**config.mk**
```make
export PLATFORM = sky130hd
export DESIGN_NAME = div_seq
export DESIGN_NICKNAME = d
export VERILOG_FILES = /design/src/rtl/div_pkg.sv /design/src/rtl/div_step.sv /design/src/rtl/div_seq.sv
export SDC_FILE = /design/constraint.sdc
export NUM_CORES = 1
export LEC_CHECK = 0
export CAP_MARGIN = 15
export CORE_MARGIN = 1.5
export CORE_UTILIZATION = 51
export CTS_BUF_LIST = sky130_fd_sc_hd__clkbuf_2 sky130_fd_sc_hd__clkbuf_4 sky130_fd_sc_hd__clkbuf_8
export DETAILED_ROUTE_END_ITERATION = 8
export MAX_ROUTING_LAYER = met4
export PLACE_DENSITY = 0.78
export SYNTH_ARGS = -nofsm -noshare
export SYNTH_HDL_FRONTEND = slang
export SYNTH_SLANG_ARGS = --single-unit
```
**constraint.sdc**
```tcl
create_clock -name clk -period 2.6 [get_ports clk]
set_clock_uncertainty 0.1 [all_clocks]
set_input_delay 0.26 -clock clk [delete_from_list [all_inputs] [get_ports clk]]
set_output_delay 0.26 -clock clk [all_outputs]
set_load 0.1 [all_outputs]
```
**src/rtl/div_pkg.sv**
```systemverilog
// Shared definitions for the sequential divider.
//   state_t   : controller state encoding (IDLE / CALC / DONE)
//   ST_DZ/ST_Z: bit positions inside status_o
//   cnt_width : step-counter width for a given operand width
// Provides fallback values for the WORD / W_RD macros so the
// slice also builds when no global definitions header is present.
`ifndef WORD
`define WORD 32
`endif
`ifndef W_RD
`define W_RD 5
`endif

package div_pkg;

  typedef enum logic [1:0] {
    IDLE = 2'd0,
    CALC = 2'd1,
    DONE = 2'd2
  } state_t;

  localparam int ST_DZ = 1;
  localparam int ST_Z  = 0;

  function automatic int cnt_width(input int w);
    return $clog2(w + 1);
  endfunction

  localparam int CNT_W = cnt_width(`WORD);

endpackage

```
**src/rtl/div_step.sv**
```systemverilog
// One restoring-division step, purely combinational.
//   rem_i  : partial remainder
//   quo_i  : remaining dividend bits (MSB next) / quotient bits so far
//   dvsr_i : divisor
//   rem_o  : next partial remainder
//   quo_o  : quotient register shifted left with the new quotient bit
module div_step
  import div_pkg::*;
#(
  parameter int WIDTH = `WORD
) (
  input  logic [WIDTH-1:0] rem_i,
  input  logic [WIDTH-1:0] quo_i,
  input  logic [WIDTH-1:0] dvsr_i,
  output logic [WIDTH-1:0] rem_o,
  output logic [WIDTH-1:0] quo_o
);

  logic [WIDTH-1:0] low;
  logic             ge;

  // The trial value is {rem_i, next dividend bit}, WIDTH+1 bits wide.
  // Its top bit is rem_i's MSB; when set, the trial is certainly >= the
  // divisor and the WIDTH-bit wrap-around subtraction is still exact.
  always_comb begin
    low   = {rem_i[WIDTH-2:0], quo_i[WIDTH-1]};
    ge    = rem_i[WIDTH-1] || (low >= dvsr_i);
    rem_o = ge ? (low - dvsr_i) : low;
    quo_o = {quo_i[WIDTH-2:0], ge};
  end

endmodule

```
**src/rtl/div_seq.sv**
```systemverilog
// Multi-cycle unsigned divider for the ID/EX pipeline.
//
//   state | meaning
//   ------+-------------------------------------------------------------
//   IDLE  | waiting for a valid div instruction, stall_o low
//   CALC  | one restoring step per cycle, counter counts WIDTH..1
//   DONE  | result presented, wb_o strobe (unless flushed), back to IDLE
//
// Ports:
//   clk, rst        : clock, asynchronous active-low reset
//   v_i, div_i      : instruction valid and div decode; accepted in IDLE
//   opc_i           : 0 = quotient, 1 = remainder
//   src_i, dest_i   : divisor, dividend (unsigned)
//   wb_i, rd_num_i  : write-back enable and destination register
//   flush_i         : aborts the operation in flight, blocks accept in IDLE
//   stall_o         : high whenever the divider is not IDLE
//   wb_o            : one-cycle write strobe in DONE
//   rd_num_o        : destination register (0 outside DONE)
//   rd_data_o       : quotient or remainder (0 outside DONE)
//   status_o        : {DZ, Z} (0 outside DONE)
//
// Optional feature: define DIV_EARLY_OUT_EN to finish a division by zero
// or a division with dividend < divisor directly from IDLE to DONE.
module div_seq
  import div_pkg::*;
#(
  parameter int WIDTH = `WORD,
  parameter int W_RD  = `W_RD
) (
  input  logic             clk,
  input  logic             rst,
  input  logic             v_i,
  input  logic             div_i,
  input  logic             opc_i,
  input  logic [WIDTH-1:0] src_i,
  input  logic [WIDTH-1:0] dest_i,
  input  logic             wb_i,
  input  logic [W_RD-1:0]  rd_num_i,
  input  logic             flush_i,
  output logic             stall_o,
  output logic             wb_o,
  output logic [W_RD-1:0]  rd_num_o,
  output logic [WIDTH-1:0] rd_data_o,
  output logic [1:0]       status_o
);

  localparam int CW = cnt_width(WIDTH);

  state_t           state, state_nxt;
  logic [CW-1:0]    cnt;
  logic [WIDTH-1:0] rem_q, quo_q, dvsr_q;
  logic [WIDTH-1:0] rem_step, quo_step;
  logic             opc_q, wb_q;
  logic [W_RD-1:0]  rd_q;
  logic             accept, early;
  logic [WIDTH-1:0] result;

  assign accept = (state == IDLE) && v_i && div_i && !flush_i;

`ifdef DIV_EARLY_OUT_EN
  assign early = (src_i == '0) || (dest_i < src_i);
`else
  assign early = 1'b0;
`endif

  div_step #(.WIDTH(WIDTH)) u_step (
    .rem_i  (rem_q),
    .quo_i  (quo_q),
    .dvsr_i (dvsr_q),
    .rem_o  (rem_step),
    .quo_o  (quo_step)
  );

  // After WIDTH steps rem_q/quo_q hold remainder/quotient; a zero divisor
  // naturally yields all-ones quotient and remainder == dividend.
  assign result  = opc_q ? rem_q : quo_q;
  assign stall_o = (state != IDLE);

  always_ff @(posedge clk or negedge rst) begin
    if (!rst) state <= IDLE;
    else      state <= state_nxt;
  end

  always_comb begin
    state_nxt = state;
    wb_o      = 1'b0;
    rd_num_o  = '0;
    rd_data_o = '0;
    status_o  = '0;
    case (state)
      IDLE: if (accept) state_nxt = early ? DONE : CALC;
      CALC: begin
        if (flush_i)             state_nxt = IDLE;
        else if (cnt == CW'(1))  state_nxt = DONE;
      end
      DONE: begin
        state_nxt       = IDLE;
        wb_o            = wb_q && !flush_i;
        rd_num_o        = rd_q;
        rd_data_o       = result;
        status_o[ST_DZ] = (dvsr_q == '0);
        status_o[ST_Z]  = (result == '0);
      end
      default: state_nxt = IDLE;
    endcase
  end

  always_ff @(posedge clk or negedge rst) begin
    if (!rst) begin
      cnt    <= '0;
      rem_q  <= '0;
      quo_q  <= '0;
      dvsr_q <= '0;
      opc_q  <= 1'b0;
      wb_q   <= 1'b0;
      rd_q   <= '0;
    end else if (accept) begin
      cnt    <= CW'(WIDTH);
      dvsr_q <= src_i;
      opc_q  <= opc_i;
      wb_q   <= wb_i;
      rd_q   <= rd_num_i;
      if (early) begin
        rem_q <= dest_i;
        quo_q <= (src_i == '0) ? '1 : '0;
      end else begin
        rem_q <= '0;
        quo_q <= dest_i;
      end
    end else if ((state == CALC) && !flush_i) begin
      cnt   <= cnt - CW'(1);
      rem_q <= rem_step;
      quo_q <= quo_step;
    end
  end

endmodule

```
==> impl_results.md, run 1 <==
- Mapped Avg Cell Area: 8.55 sq um
- EDFF count, synth: 0
- CTS tree: yes
- Flop-to-flop setup slack: -0.30 ns
- Post-Synth XOR/XNOR Area: 0.0328
- FP Rows: 43
- Number of H-tree levels: 3
- Max Fclk: 344 MHz
- Reg-to-reg critical path startpoint: quo_q[31]$_DFFE_PN0P_
- Setup ws final: -0.304 ns
- Synthesized area: 7220 sq um
- Worst vdd rail ir drop: 0.000764 V
- Final Non-Filler Cells: 1245
- Worst setup path start: quo_q[31]$_DFFE_PN0P_
- Failing checks: setup timing
- Diode count: 0
- Routed wire length: 24.3 mm
- WL/cell: 19.5 um
- Layout cells sized above 1: 0.300
- P&R area growth vs syn: 47.6%
- Clock power frac: 0.086
- Top post-synthesis cells by area: dfrtp_1, nand2_1, mux2i_1
- Register clock-pin slew on the reported worst setup and hold paths: 0.11 ns
- Largest family of logic cells by synthesized area: simple AND/OR/NAND/NOR gates
- First-pass GRT wire length: 37.2 mm
- Port-buffer cells: 116
- RSZ-0062 raised after global routing: yes
- Synthesized flop and latch total: 111
- Outcome: finished, violations left
- Worst Path Arrival: 3.12 ns
- Post-synthesis sequential area ratio: 0.385
- Yosys top cell area share: 0.385
- Startpoint types: flip-flop
- Crit Path Category: flip-flop to flip-flop
- Cell accounting for the most synthesized area: dfrtp_1
- Synth Flop Type: dfrtp_1
- Setup crit end kind: flip-flop
- WP data required: 2.82 ns
- Max-cap check violation count: 0
- Initial Util: 0.522
- P_sw: 5.39 mW
- DIE AREA: 14900 sq um
- Die Y: 122 um
- Asr flop ratio synth: 1.00
- Multi-input gate area: 4600 sq um
- Initial antenna violation count: 0
- Leak: 4.77 nW
- Synth Area in Compound Gates: 0.186
- FF/Latch Area: 2780 sq um
- Total GRT Usage: 0.337
- Logic pwr share: 0.676
- Fillers: 931
- Post-Syn Instances: 844
- Area post-placement: 9740 sq um
- Pin count of the biggest net entering global routing: 83
- CTS Buf Count: 9
- Routed Antenna Nets: 0
- Core Area: 13800 sq um
- Crit-path max FO: 3
- Worst Hold Class: input pin to asynchronous set/reset pin
- Vias per cell: 5.97
- Pint: 6.59 mW
- Fin crit period: 2.90 ns
- Setup WS pre-CTS: -0.185 ns
- Power Dens Cells: 1120 nW/um^2
- Final routed DRC violation total: 0
- RD Place Congestion: 0.939
- GRT overflow: 0
- Simple-gate share of the synthesized area: 0.200
- Die width: 122 um
- Hold Fails Final Rpt: 0
- Final cycle utilization of the critical path: 1.12
- Clock sinks: 111
- CTS Root Cell: clkbuf_8
- Fin area: 10700 sq um
- Post-synthesis mux area share: 0.0798
- Relative max-transition margin: 0.631
- Slew Limit Fails: 0
- Maximum buffer depth of the clock tree: 2
- Synth warn: 0
- Vias in the first global route: 7306
- Worst Tran Pin Value: 0.549 ns
- DR iter-0 viols: 710
- Worst hold slack: 0.220 ns
- Pre-Repair DR Iteration Count: 7
- Flop pwr share: 0.238
- Worst-Skew Late Latency: 0.41 ns
- DR vias: 7428
- Post-DP HPWL: 16.6 mm
- Setup-failing EPs final: 33
- Switching part of the total: 0.450
- Io pins: 117
- Post-Syn Nets: 955
- Placed cells: 1202
- Fin nets: 1171
- Core Util, Final: 0.770
- Distinct cells, synth: 66
- Area share of fa/ha/maj cells after synthesis: 0.0617
==> stage by stage <==
step / setup TNS (ns) / power [mW]
final: -7.12 / 12.0
after detailed placement: -3.17 / 9.17
after global routing: -9.64 / 12.6
after global placement: -1.10 / 9.03
after floorplan: -0.677 / 6.64
after CTS: -4.71 / 11.3
==> per-layer routing <==
metal | vias to the layer above | global-route usage | share of wire
li1 | 3420 | - | -
met1 | 3559 | 0.404 | 0.39
met2 | 360 | 0.562 | 0.50
met3 | 89 | 0.0581 | 0.065
met4 | 0 | 0.138 | 0.047
met5 | - | - | 0
==> path summary, 6_finish.rpt <==
kind	depth (start not counted)	end
worst min register to register	2	rd_q[3]$_DFFE_PN0P_
worst min-delay path	2	quo_q[10]$_DFFE_PN0P_
worst max register to register	14	rem_q[30]$_DFFE_PN0P_
worst max-delay path	14	rem_q[30]$_DFFE_PN0P_
max in group asynchronous	3	rem_q[25]$_DFFE_PN0P_
min in group clk	3	rd_q[3]$_DFFE_PN0P_
==> kinds of logic after synthesis <==
logic type                 count (synthesis)
adders and majority gates                 35
xor gates and xnor gates                  27
DFF                                      111
muxes                                     57
and+or+nand+nor                          314
AOI/OAI and AO/OA                        207
buffers and inverters                     93
==> power by group through the flow <==
stage                     Clock (mW)  Combinational (mW)  Sequential [mW]
after detailed placement           0                6.35             2.82
after CTS                       1.03                7.45             2.81
final                           1.03                8.11             2.85
after global placement             0                6.21             2.82
after floorplan                    0                3.94             2.70
after global routing            1.10                8.64             2.89
==> what timing repair did <==
action	CTS	global route
pin swaps	53	24
cloned	3	0
hold buffers	1	0
buffers inserted	16	10
endpoints found under the hold margin	27	0
endpoints found under the setup margin	33	34
gates resized for setup	72	30
==> cell usage in the layout (no fill, tap or decap), drive strengths merged, types with 2 or more instances in the layout <==
cell and n:
buf 182, nand2 153, dfrtp 111, clkdlybuf4s50 74
o21ai 64, mux2i 53, nor2 47, a21oi 46
inv 42, nand3 40, ha 34, a22oi 31
nor4 23, xor2 16, a21o 14, nand4 12
xnor2 11, o211ai 10, clkbuf 10, and2 8
nor2b 6, o31ai 6, o21a 5, or4 5
a211oi 5, a31oi 4, mux2 4, clkinvlp 4
nand2b 4, o21bai 3, a32oi 3, nor3 3
o22ai 3, or2 2, or3 2, nand3b 2
a211o 2, nor4b 2, nor3b 2, a21boi 2
==> area by class of cell <==
class | count | area share
multi-input cells | 640 | 0.432
flip-flops and latches | 111 | 0.261
repair buffers | 257 | 0.255
well taps | 180 | 0.0211
inverters | 41 | 0.0144
clock buffers | 10 | 0.0123
clock inverters | 6 | 0.00446
==> cell usage after synthesis, drive strengths merged, types with 2 or more instances <==
master and number:
nor3 3, nor3b 2, or2 2, dfrtp 111, nand4 12, clkbuf 37
o21a 5, a22oi 31, nand2b 4, or4 5, mux2i 53, a32oi 3
inv 41, ha 34, o21bai 3, a21oi 46, a31oi 4, or3 2
a211o 2, nand2 153, nand3b 2, a211oi 5, mux2 4, nor4 23
o21ai 64, xnor2 11, o31ai 6, nor2 47, buf 14, nor4b 2
a21o 14, nor2b 6, xor2 16, o211ai 10, nand3 40, o22ai 3
a21boi 2, and2 8
==> sequential cells by signal, indices dropped and copies added, names as in the netlist <==
register  flops
state         2
rd_q          5
opc_q         1
wb_q          1
cnt           6
rem_q        32
dvsr_q       32
quo_q        32
==> critical path, stage by stage (launching register included) <==
cell      delay (ns)
dfrtp_1         0.40
inv_2           0.08
ha_4            0.13
inv_2           0.04
fa_2            0.35
a21oi_2         0.17
o211ai_1        0.11
o211ai_1        0.17
nand3_4         0.14
a21oi_4         0.22
buf_6           0.14
nor3_4          0.05
o221ai_2        0.19
mux2_4          0.32
o211ai_1        0.20
No activity file was read; power rests on OpenSTA's default activity.
==> inputs of run 2 (changes only) <==
CORE_UTILIZATION = 60   (was 51)
DONT_BUFFER_PORTS = 1   (was default)
PLACE_DENSITY = 0.77   (was 0.78)
==> impl_results.md, run 2 (synthesis gave the netlist of run 1 again) <==
- Outcome: finished, violations left
- Failing checks: hold timing, setup timing
- Leak: 4.67 nW
- CTS Root Cell: clkbuf_8
- Core Area: 11600 sq um
- Initial Util: 0.624
- Crit Path Category: flip-flop to flip-flop
- Number of H-tree levels: 3
- Setup ws final: -0.292 ns
- RD Place Congestion: 0.928
- Hold Fails Final Rpt: 111
- Max Fclk: 346 MHz
- Clock sinks: 111
- First-pass GRT wire length: 38.2 mm
- Final routed DRC violation total: 0
- Maximum buffer depth of the clock tree: 2
- Worst-Skew Late Latency: 0.40 ns
- RSZ-0062 raised after global routing: yes
- CTS tree: yes
- Setup crit end kind: flip-flop
- Pre-Repair DR Iteration Count: 5
- P&R area growth vs syn: 38.8%
- Setup TNS: -7.03 ns
- Hold-fix buffers, CTS: 71
- Vias in the first global route: 7710
- Fin nets: 1160
- Pin count of the biggest net entering global routing: 112
- Startpoint types: flip-flop
- Diode count: 0
- Fillers: 646
- Die width: 113 um
- Crit-path max FO: 2
- Reg2Reg Depth: 16
- Slew Limit Fails: 0
- Worst Path Arrival: 3.13 ns
- Relative max-transition margin: 0.342
- Fin crit period: 2.89 ns
- Register clock-pin slew on the reported worst setup and hold paths: 0.12 ns
- Power Dens Cells: 1180 nW/um^2
- Post-DP HPWL: 15.7 mm
- Initial antenna violation count: 0
- Commonest non-fill, non-tap cell in the layout: buf_4
- Layout cells sized above 1: 0.288
- Vias per cell: 6.30
- DR iter-0 viols: 691
- FP Rows: 39
- Largest stage delay, worst path: 0.41 ns
- Final cycle utilization of the critical path: 1.11
- Port-buffer cells: 0
- Slowest CP cell: dfrtp_1
- Routed Antenna Nets: 0
- Crit path cell chain: inv_2 -> ha_4 -> inv_2 -> fa_2 -> a21oi_2 -> o211ai_1 -> o211ai_1 -> nand3_2 -> buf_4 -> buf_6 -> a21boi_2 -> buf_4 -> o21bai_1 -> xor2_1 -> nand2_1 -> a21oi_1
- Placed cells: 1081
- Die Y: 113 um
- DIE AREA: 12700 sq um
- WL/cell: 20.0 um
- Most frequent cells in the layout: buf_4, nand2_1, dfrtp_1
- Setup-failing EPs final: 34
- GRT overflow: 0
- DR vias: 7537
- Worst Hold Class: input pin to asynchronous set/reset pin
- Final Non-Filler Cells: 1197
- Routed wire length: 23.9 mm
- Io pins: 117
- Largest regs: dvsr_q (32), quo_q (32), rem_q (32)
- Max-cap check violation count: 0
- Worst hold slack: -0.555 ns
- CTS Buf Count: 9
- Total GRT Usage: 0.394
- WP data required: 2.83 ns
- Worst vdd rail ir drop: 0.000866 V
- Worst Tran Pin Value: 0.986 ns
==> run 2: cell count changes in the layout (fill, tap and decap cells not counted), moves of 4 or more <==
cell	previous run	this run
nor2_2	31	35
buf_4	126	159
nor2_1	16	12
dlygate4sd3_1	1	71
a21oi_2	15	11
clkdlybuf4s50_1	74	0
clkinvlp_4	4	0
buf_12	40	4
a21oi_1	27	32
==> run 2: what timing repair did <==
item	in CTS	in global routing
resized for setup	55	23
hold endpoints to repair	182	111
buffers inserted	30	4
pin swaps	39	12
gates cloned	2	0
setup endpoints to repair	35	34
==> run 2: path summary, 6_finish.rpt <==
check / from / endpoint / slack (ns)
setup / recovery: quo_q[31]$_DFFE_PN0P_ / rem_q[18]$_DFFE_PN0P_ / -0.29
hold / removal: rst / quo_q[10]$_DFFE_PN0P_ / -0.56
setup reg to reg: quo_q[31]$_DFFE_PN0P_ / rem_q[18]$_DFFE_PN0P_ / -0.29
hold reg to reg: rd_q[1]$_DFFE_PN0P_ / rd_q[1]$_DFFE_PN0P_ / 0.39
max in group asynchronous: rst / opc_q$_DFFE_PN0P_ / 2.72
min in group clk: flush_i / cnt[0]$_DFFE_PN0P_ / 0.22
==> run 2: metal layers <==
metal | wire [um] | global-route usage
met1 | 9190 | 0.458
met2 | 12100 | 0.661
met3 | 1410 | 0.0680
met4 | 1250 | 0.197
met5 | 0 | -
==> run 2: area by class of cell <==
cell class	count	area, sq um	area share
multi-input cells	640	4520	0.451
repair buffers	246	2140	0.213
flip-flops and latches	111	2780	0.277
well taps	143	179	0.0179
clock buffers	9	124	0.0124
inverters	41	154	0.0154
clock inverters	7	128	0.0127
==> run 2: stage by stage <==
| step | utilization | area [sq um] | total power [mW] | setup WS [ns] | hold slack, ns |
|---|---|---|---|---|---|
| floorplan | - | 7350 | 6.64 | -0.529 | -0.136 |
| detailed placement | 0.733 | 8480 | 9.01 | -0.240 | -0.133 |
| CTS | 0.861 | 9950 | 11.4 | -0.211 | -0.571 |
| global placement | 0.733 | 8480 | 8.82 | -0.221 | -0.133 |
| global route | 0.866 | 10000 | 12.4 | -0.413 | -0.577 |
| finish | 0.866 | 10000 | 11.8 | -0.292 | -0.555 |
==> run 2: worst max-delay path: cells and delay by family (launching register included) <==
family,cells,cell delay [ns]
compound gates,6,0.84
xor+xnor,1,0.22
fa+ha+maj,2,0.48
buf+inv,5,0.54
flops,1,0.41
simple gates,2,0.24
==> run 2: report_power, final <==
part	switching [mW]	internal [mW]	leakage (nW)	total [mW]
sequential	0.608	2.26	1.41	2.87
clock	0.674	0.656	0.126	1.33
combinational	3.87	3.70	3.13	7.57
